$ cat src/rtl/fetch_unit.sv
// Instruction fetch stage: issues PC to imem, queues responses in order with their PCs for decode.
// Fill-to-valid latency 1 cycle; holds the PC register while the queue has no free slot or imem stalls.
module fetch_unit #(
   parameter int          DEPTH = 2,
   parameter logic [31:0] NOP   = 32'h0000_0013
) (
   input  logic        clk,
   input  logic        reset,
   input  logic [31:0] pc,
   input  logic        pc_redirect,
   output logic        pc_hold,
   output logic        imem_req_valid,
   output logic [31:0] imem_req_addr,
   input  logic        imem_req_ready,
   input  logic        imem_resp_valid,
   input  logic [31:0] imem_resp_data,
   input  logic        imem_resp_err,
   output logic        inst_valid,
   output logic [31:0] inst_data,
   output logic [31:0] inst_pc,
   output logic        inst_fault,
   input  logic        inst_ready
);
   localparam int AW = $clog2(DEPTH);
   localparam int PW = AW + 1;

   logic [PW-1:0]    head_q, head_d, fill_q, fill_d, tail_q, tail_d, drop_q, drop_d;
   logic [DEPTH-1:0] filled_q, filled_d, fault_q, fault_d;
   logic [31:0]      pc_q   [DEPTH];
   logic [31:0]      pc_d   [DEPTH];
   logic [31:0]      data_q [DEPTH];
   logic [31:0]      data_d [DEPTH];

   logic [AW-1:0] head_idx, fill_idx, tail_idx;
   logic [PW-1:0] allocated, unfilled;
   logic [PW:0]   free, drop_sum;
   logic          accept, pop, resp_drop, resp_fill;

   assign head_idx  = head_q[AW-1:0];
   assign fill_idx  = fill_q[AW-1:0];
   assign tail_idx  = tail_q[AW-1:0];
   assign allocated = tail_q - head_q;
   assign unfilled  = tail_q - fill_q;

   // A slot being popped this cycle is immediately reusable by a new request.
   assign pop  = inst_valid && inst_ready;
   assign free = (PW+1)'(DEPTH) - {1'b0, allocated} + {{PW{1'b0}}, pop};

   assign imem_req_valid = !reset && !pc_redirect && (free != '0);
   assign imem_req_addr  = pc;
   assign accept         = imem_req_valid && imem_req_ready;
   assign pc_hold        = !reset && !pc_redirect && !accept;

   assign resp_drop = imem_resp_valid && (drop_q != '0);
   assign resp_fill = imem_resp_valid && (drop_q == '0) && (unfilled != '0);

   assign inst_valid = !reset && !pc_redirect && filled_q[head_idx];
   assign inst_data  = data_q[head_idx];
   assign inst_pc    = pc_q[head_idx];
   assign inst_fault = fault_q[head_idx];

   always_comb begin
      head_d   = head_q;
      fill_d   = fill_q;
      tail_d   = tail_q;
      drop_d   = drop_q;
      filled_d = filled_q;
      fault_d  = fault_q;
      pc_d     = pc_q;
      data_d   = data_q;
      drop_sum = '0;
      if (pc_redirect) begin
         head_d   = '0;
         fill_d   = '0;
         tail_d   = '0;
         filled_d = '0;
         // Every unfilled entry is still owed by memory; a response arriving now retires one of them.
         drop_sum = {1'b0, drop_q} + {1'b0, unfilled} - {{PW{1'b0}}, (resp_drop || resp_fill)};
         drop_d   = (drop_sum > (PW+1)'(DEPTH)) ? PW'(DEPTH) : drop_sum[PW-1:0];
      end else begin
         if (pop) begin
            filled_d[head_idx] = 1'b0;
            head_d             = head_q + PW'(1);
         end
         if (accept) begin
            pc_d[tail_idx]     = pc;
            filled_d[tail_idx] = 1'b0;
            tail_d             = tail_q + PW'(1);
         end
         if (resp_drop) begin
            drop_d = drop_q - PW'(1);
         end else if (resp_fill) begin
            data_d[fill_idx]   = imem_resp_err ? NOP : imem_resp_data;
            fault_d[fill_idx]  = imem_resp_err;
            filled_d[fill_idx] = 1'b1;
            fill_d             = fill_q + PW'(1);
         end
      end
   end

   always_ff @(posedge clk) begin
      if (reset) begin
         head_q   <= '0;
         fill_q   <= '0;
         tail_q   <= '0;
         drop_q   <= '0;
         filled_q <= '0;
         fault_q  <= '0;
         for (int i = 0; i < DEPTH; i++) begin
            pc_q[i]   <= '0;
            data_q[i] <= '0;
         end
      end else begin
         head_q   <= head_d;
         fill_q   <= fill_d;
         tail_q   <= tail_d;
         drop_q   <= drop_d;
         filled_q <= filled_d;
         fault_q  <= fault_d;
         pc_q     <= pc_d;
         data_q   <= data_d;
      end
   end
endmodule

$ cat config.mk
export PLATFORM = sky130hd
export DESIGN_NAME = fetch_unit
export DESIGN_NICKNAME = d
export VERILOG_FILES = /design/src/rtl/fetch_unit.sv
export SDC_FILE = /design/constraint.sdc
export NUM_CORES = 1
export LEC_CHECK = 0
export CELL_PAD_IN_SITES_DETAIL_PLACEMENT = 0
export CELL_PAD_IN_SITES_GLOBAL_PLACEMENT = 1
export CORE_MARGIN = 3
export CORE_UTILIZATION = 30
export DETAILED_ROUTE_END_ITERATION = 8
export PLACE_DENSITY_LB_ADDON = 0.1
export SETUP_SLACK_MARGIN = 0.5
export SYNTH_ARGS = -nofsm -noshare
export SYNTH_HDL_FRONTEND = slang
export SYNTH_SLANG_ARGS = --single-unit
$ cat constraint.sdc
create_clock -name clk -period 3.34 [get_ports clk]
set_input_delay 0.501 -clock clk [delete_from_list [all_inputs] [get_ports clk]]
set_output_delay 0.501 -clock clk [all_outputs]
set_load 0.05 [all_outputs]
### Word-level counts from Yosys, hierarchy flattened

Index checks and enable logic that the tools add are counted.

* bits in latches: 0
* input bits: 71
* memories kept: 0
* ROM bits: 0
* logic and storage cells: 102
* output and inout bits: 100
* RAM bits: 0
* register bits: 140

* reduce and logical (&&, ||, !) cells: 27
* divide/modulo/power cells: 0
* muxes and demuxes: 33
* bitwise gates (word level): 10
* magnitude comparators: 12
* multiply operators: 0
* $add $sub $neg: 10
* shifts and indexed selects: 0
* equal/unequal tests: 0

Operator list (count)
* $mux W32: 9
* $bwmux W64: 2
* $demux W32 S1: 2
* $mux W2: 9
* $logic_and A1 B1 Y1: 14
* $mux W1: 7
* $add A2 B1 Y2 const B: 3
* $ge A2 B2 Y1 const B: 3
* $lt A1 B2 Y1 const B: 3
* $not A1 Y2: 3
* $reduce_bool A2 Y1: 3
* $and A2 B2 Y2: 2
* $lt A2 B1 Y1 const B: 2
* $not A2 Y2: 2
* $reduce_and A2 Y1: 2
* $sub A2 B2 Y2: 2
* $add A2 B2 Y3: 1
* $add A3 B1 Y3: 1
* $demux W1 S1: 3
* $ge A1 B1 Y1 const B: 3
* $gt A3 B2 Y1 const B: 1
* $logic_not A1 Y1: 3
* $reduce_and A3 Y1: 1
* $reduce_bool A3 Y1: 1
* 9 further kinds: 10

### Logic depth before layout (Yosys ltp)

* depth after elaboration: 14
* depth in mapped cells: 12
* mapped depth without buffers: 12

### Worst setup path after synthesis

No wires, ideal clock.

* path kind: input to output
* from: input port reset
* to: output port pc_hold
* setup slack: -959 ps
* stages: 11
* data arrival time: 3798 ps
* buffers on the path: 4
* data required time: 2839 ps
* cells stage by stage: clkbuf_1 > or2_2 > clkbuf_1 > nor2_1 > nand2_1 > ha_1 > ha_1 > nand3b_1 > clkbuf_1 > clkbuf_1 > a21oi_1

* word-level cells in the longest chain between the ends: 10

Ends and longest elaborated chain
* start, declared: RTL line 8 `input logic reset,`
* $logic_not A1 Y1: RTL line 57 `assign inst_valid = !reset && !pc_redirect && filled_q[head_idx];`
* $logic_and A1 B1 Y1 (2 in a row): RTL line 57
* named net inst_valid: RTL line 18 `output logic inst_valid,`
* $logic_and A1 B1 Y1: RTL line 46 `assign pop = inst_valid && inst_ready;`
* $add A3 B1 Y3: RTL line 47 `assign free = (PW+1)'(DEPTH) - {1'b0, allocated} + {{PW{1'b0}}, pop};`
* $reduce_bool A3 Y1: RTL line 49 `assign imem_req_valid = !reset && !pc_redirect && (free != '0);`
* $logic_and A1 B1 Y1: RTL line 49
* $logic_and A1 B1 Y1: RTL line 51 `assign accept = imem_req_valid && imem_req_ready;`
* $logic_not A1 Y1: RTL line 52 `assign pc_hold = !reset && !pc_redirect && !accept;`
* $logic_and A1 B1 Y1: RTL line 52
* end, declared: RTL line 11 `output logic pc_hold,`

The timed path passes the listed nets, and every way through them passes these cells.

### Worst setup path after layout

* from: register tail_q[0]
* to: output port imem_req_valid

* word-level cells in the longest chain between the ends: 5

Ends and longest elaborated chain
* start, declared: RTL line 27 `logic [PW-1:0] head_q, head_d, fill_q, fill_d, tail_q, tail_d, drop_q, drop_d;`
* start signal, assigned: RTL line 116 `tail_q <= tail_d;`
* $sub A2 B2 Y2: RTL line 42 `assign allocated = tail_q - head_q;`
* $sub A2 B2 Y3: RTL line 47
* $add A3 B1 Y3: RTL line 47
* $reduce_bool A3 Y1: RTL line 49
* $logic_and A1 B1 Y1: RTL line 49
* end, declared: RTL line 12 `output logic imem_req_valid,`

No other way between the ends.

==> flow_metrics.tcl <==
set metrics [dict create \
    dr.pass1.iters 4 \
    rrSetupSlack_ps 690 \
    syn_area_per_cell_um2 9.45 \
    drtAntennaViolNets 0 \
    clkSinkCount 140 \
    min_from "pc_q[23]$_SDFFE_PP0P_" \
    hold_depth 2 \
    coreArea_um2 22700 \
    slew_violations 0 \
    rsz0062_at_grt "true" \
    run_status "finished, final reports clean" \
    r2r_end "drop_q[1]$_SDFFE_PP0P_" \
    synthTopCellsByCount "dfxtp_1 (140), nand2b_1 (69), a21oi_1 (68), mux2i_1 (68), o21ai_0 (68)" \
    fillers 2203 \
    clk_pin_slew_ps 60 \
    grt_pass1_wl_um 31300 \
    synthTopCellsByArea "dfxtp_1 (40%), mux2_2 (11%), mux2i_1 (9.8%)" \
    cts_tree "done" \
    hpwl_um 12100 \
    cts_hold_buffers 0 \
    area_growth_pct 33.8 \
    drc_errors 0 \
    root_buffer "clkbuf_16" \
    synth_most_common_cell "dfxtp_1" \
    netlist_area_um2 6970 \
    synth_edf_count 0 \
    critPathLaunchType "register" \
    skew_ps 8.61 \
    clk_latency_ps 410 \
    numPortBuffers 170 \
    viasPerCell 4.97 \
    power.density_nw_per_um2 428 \
    synth_top_area_frac 0.402 \
    ys_seq_elements 140 \
    grt-ovfl-total 0 \
    dp_cells 1108 \
    crit_type "register to output port" \
    numCtsBuffers 17 \
    slew_headroom 0.272 \
    grt_pass1_vias 6018 \
    multi_input_area_um2 3670 \
    syn_inst 737 \
    async_flop_share 0 \
    p_leak_nw 4.18 \
    yosysSeqAreaShare 0.402 \
    stdcell_count 1144 \
    grt_max_degree 102 \
    finalWeightedCongestion 0.745 \
    synth.distinct_cells 41 \
    finalCritPeriodShare 0.822 \
    finalHoldViolCount 0 \
    r2r-start "tail_q[0]$_SDFFE_PN0N_" \
    p_clk_frac 0.446 \
    setup_tns_ps 0 \
    required_ps 2840 \
    cp_max_fo 5 \
    drtIter0Drc 221 \
    final_nets 926 \
    drt-total-wl_um 19800 \
    antenna_found_initial 0 \
    r2r.worst_path.cells 11 \
    antennaDiodeCount 0 \
    p_comb_frac 0.129 \
    sequentialPowerShare 0.425 \
    cts.path.max_buffers 2 \
    p_switching_mw 1.06 \
    drive_above_1_share 0.190 \
    regArea_um2 2810 \
    fp.dieArea_um2 25100 \
    synth_largest_area_cell "dfxtp_1" \
    hold_path.class "register to register" \
    max_freq_mhz 364 \
    ir_drop_uv 204 \
    start_util 0.307 \
    worst-endpoint-arrival_ps 2240 \
    crit_start "tail_q[0]$_SDFFE_PN0N_" \
    max_slew.worst_pin.slew_ps 1090 \
    synth_nets 817 \
    h-tree-depth 4 \
    vias 5680 \
    num_io_pins 171 \
    p_int_mw 2.93 \
    setup_viol_count_final 0 \
    num_rows 55 \
    endpoint_kind "output port" \
    synthFlopType "dfxtp_1" \
    max_cap_viol_count 0 \
    p_sw_frac 0.265 \
    grt_usage 0.158 \
    hold_end "pc_q[23]$_SDFFE_PP0P_" \
    ys_warn_count 0 \
    die_w_um 158 \
    min_period_ps 2750 \
    wire_per_inst_um 17.3 \
    fp.dieH_um 158 \
]
==> stage by stage <==
step	instance area [um2]	power, mW	utilization	hold slack (ps)	setup slack [ps]
after CTS	9220	4.06	0.406	474	498
final	9320	3.99	0.410	472	594
after floorplan	7090	2.07	-	448	231
after detailed placement	8670	2.25	0.382	466	226
after global placement	8670	2.24	0.382	456	343
after global routing	9320	4.15	0.410	496	480
==> placed cells by master, fill, tap and decap left out, types with 5 or more instances in the layout <==
master           instances
nand3_1                 67
ha_1                     6
o21ai_0                 68
buf_4                   18
a21oi_1                 67
mux2i_1                 67
clkinvlp_4               5
dlymetal6s2s_1          23
or3b_2                  29
dfxtp_1                138
dlygate4sd2_1           28
mux2_2                  65
clkbuf_16               17
nand2b_1                69
clkdlybuf4s50_1        115
inv_1                   10
==> what timing repair did <==
item | 4_1_cts | 5_1_grt
setup endpoints to repair | 52 | 26
resized for setup | 32 | 28
pin swaps | 3 | 6
buffers inserted | 3 | 1
==> registers in the layout, indices dropped and copies added (netlist names) <==
signal and flops:
filled_q 2, tail_q 2, pc_q 64, fill_q 2, drop_q 2, data_q 64, head_q 2, fault_q 2
==> layer usage <==
| metal | part of all wire | track usage | vias to the layer above | wire, um |
|---|---|---|---|---|
| met3 | 0.047 | 0.0413 | 18 | 920 |
| met1 | 0.45 | 0.193 | 2733 | 8810 |
| met5 | 0 | 0 | - | 0 |
| li1 | - | - | 2785 | - |
| met4 | 0.011 | 0.0438 | 0 | 217 |
| met2 | 0.50 | 0.275 | 144 | 9800 |
==> power by group through the flow <==
stage / sequential (mW) / combinational, mW / clock (mW)
final: 1.70 / 0.513 / 1.78
after global routing: 1.70 / 0.549 / 1.91
after floorplan: 1.73 / 0.340 / 0
after global placement: 1.73 / 0.511 / 0
after CTS: 1.70 / 0.518 / 1.84
after detailed placement: 1.73 / 0.519 / 0
==> worst max-delay path, cell delays in order, from the launching register on <==
cell,delay [ps]
dfxtp_4,370
inv_1,90
ha_1,200
xnor2_1,140
xnor2_1,260
ha_4,250
and3b_2,240
nor2_4,130
buf_6,160
==> logic make-up (layout without fill, tap and decap cells) <==
family	count (synthesis)	after routing	share of synthesized area
flip-flops	140	140	0.402
XOR/XNOR	6	6	0.00754
AO/OA/AOI/OAI	152	152	0.117
multiplexers	133	133	0.203
buffers and inverters	109	231	0.0857
adder cells (fa/ha/maj)	9	9	0.0172
AND/OR/NAND/NOR	188	188	0.167
==> worst max path at each step <==
stage                                  endpoint  slack, ps  depth (start not counted)
after floorplan                         pc_hold        230                         11
after global placement    pc_q[52]$_SDFFE_PP0P_        340                         10
after detailed placement  pc_q[13]$_SDFFE_PP0P_        230                         10
after CTS                        imem_req_valid        500                          8
after global routing             imem_req_valid        480                          8
final                            imem_req_valid        590                          8
==> final cells by class <==
type                            instances  share of cell area
Inverter                               10             0.00403
Tap cell                              285              0.0383
Clock buffer                           20              0.0469
Timing Repair Buffer                  189               0.203
Clock inverter                         12              0.0122
Multi-Input combinational cell        488               0.394
Sequential cell                       140               0.302
Note: power is estimated with default switching activity, not from simulation.
==> patch: new RTL, same flow settings <==
The parameter `DEPTH` goes from 2 to 4.
--- a/src/rtl/fetch_unit.sv
+++ b/src/rtl/fetch_unit.sv
@@ -2,5 +2,5 @@
 // Fill-to-valid latency 1 cycle; holds the PC register while the queue has no free slot or imem stalls.
 module fetch_unit #(
-   parameter int          DEPTH = 2,
+   parameter int          DEPTH = 4,
    parameter logic [31:0] NOP   = 32'h0000_0013
 ) (
Formal check against the unedited RTL: not equivalent (Yosys sat finds a counterexample within 4 cycles, from zero or initial values and one cycle with reset high).
==> patch against the unedited design <==
Sequential cell count rose by 136. Final area is 91% higher. Critical path depth grew 3. Critical endpoint is now pc_hold. Largest power group unchanged. The run now ends with setup timing left. Setup slack got worse by 0.71 ns. Synthesized area rose by 85%. Power up 110%. Combinational power grew 140%. Highest routed layer is now met5. Critical path type unchanged. Routed wire length grew 130%. Synthesized cell count is 97% higher.
==> patch: results <==
metrics = {
    "placement": {
        "hpwl_um": 22800,
        "globalplace.congestion": 0.714,
    },
    "outcome": {
        "violations": "setup timing",
        "run_status": "finished, violations left",
    },
    "timing": {
        "finalSetupViolCount": 9,
        "setup_tns_ns": -0.312,
        "hold_slack_ns": 0.451,
        "setup_ws_ns": -0.116,
        "max_slew.worst_pin.slew_ns": 1.01,
    },
    "logic_synthesis": {
        "synthDistinctLibCells": 49,
        "synthAdderAreaFrac": 0.0280,
        "synthMuxAreaShare": 0.117,
        "synth_seq_area_share": 0.429,
        "synth-xor-area-share": 0.00836,
        "synth_compound_area_frac": 0.185,
        "synth.avg_cell_area_um2": 8.87,
        "netlist_top_cells_count": "dfxtp_1 (276), nand2_1 (258), a21oi_1 (257), nand3_1 (132), o21ai_0 (68)",
    },
    "route": {
        "post_drt_wl_per_cell_um": 21.1,
        "drtIter0Drc": 706,
    },
    "pwr": {
        "clk-power_w": 0.00364,
        "p_comb_w": 0.00125,
        "irDropWorstVdd_mv": 0.345,
        "p_switching_w": 0.00221,
        "p_leak_nw": 5.87,
    },
    "grt": {
        "antenna_found_initial": 2,
        "grt_first_pass_wirelength_um": 66700,
        "grtUsageTotal": 0.189,
    },
    "setup_path": {
        "crit_fanout": 4,
    },
    "clocking": {
        "cts_buffer_depth": 3,
    },
    "hold_path": {
        "hp-start": "data_q[22]$_SDFFE_PP0P_",
    },
}
[patch: kinds of logic after synthesis]
logic type,Yosys count
adders and majority gates,27
muxes,68
DFF,276
xor gates and xnor gates,7
buffers and inverters,186
and+or+nand+nor,453
AOI/OAI and AO/OA,434
[patch: layer usage]
metal	part of all wire	global-route usage	up-vias	wire length (um)
met2	0.48	0.319	274	22100
met1	0.45	0.253	5586	20300
met5	0.00059	0	-	27
li1	-	-	5415	-
met4	0.016	0.0397	4	727
met3	0.053	0.0366	55	2430
[patch: what timing repair did]
action | CTS | global route
cloned | 14 | 10
gates resized for setup | 200 | 149
hold buffers | 0 | 0
pin swaps | 93 | 121
endpoints found under the hold margin | 0 | 0
setup endpoints to repair | 204 | 180
buffers inserted | 25 | 13
[patch: cell type report]
type	instances	area (um2)
sequential	276	5530
tap	539	674
fill	4050	24400
inverter	21	78.8
multi-input combinational	989	7070
timing repair buffer	279	3320
clock buffer	54	1030
clock inverter	6	61.3
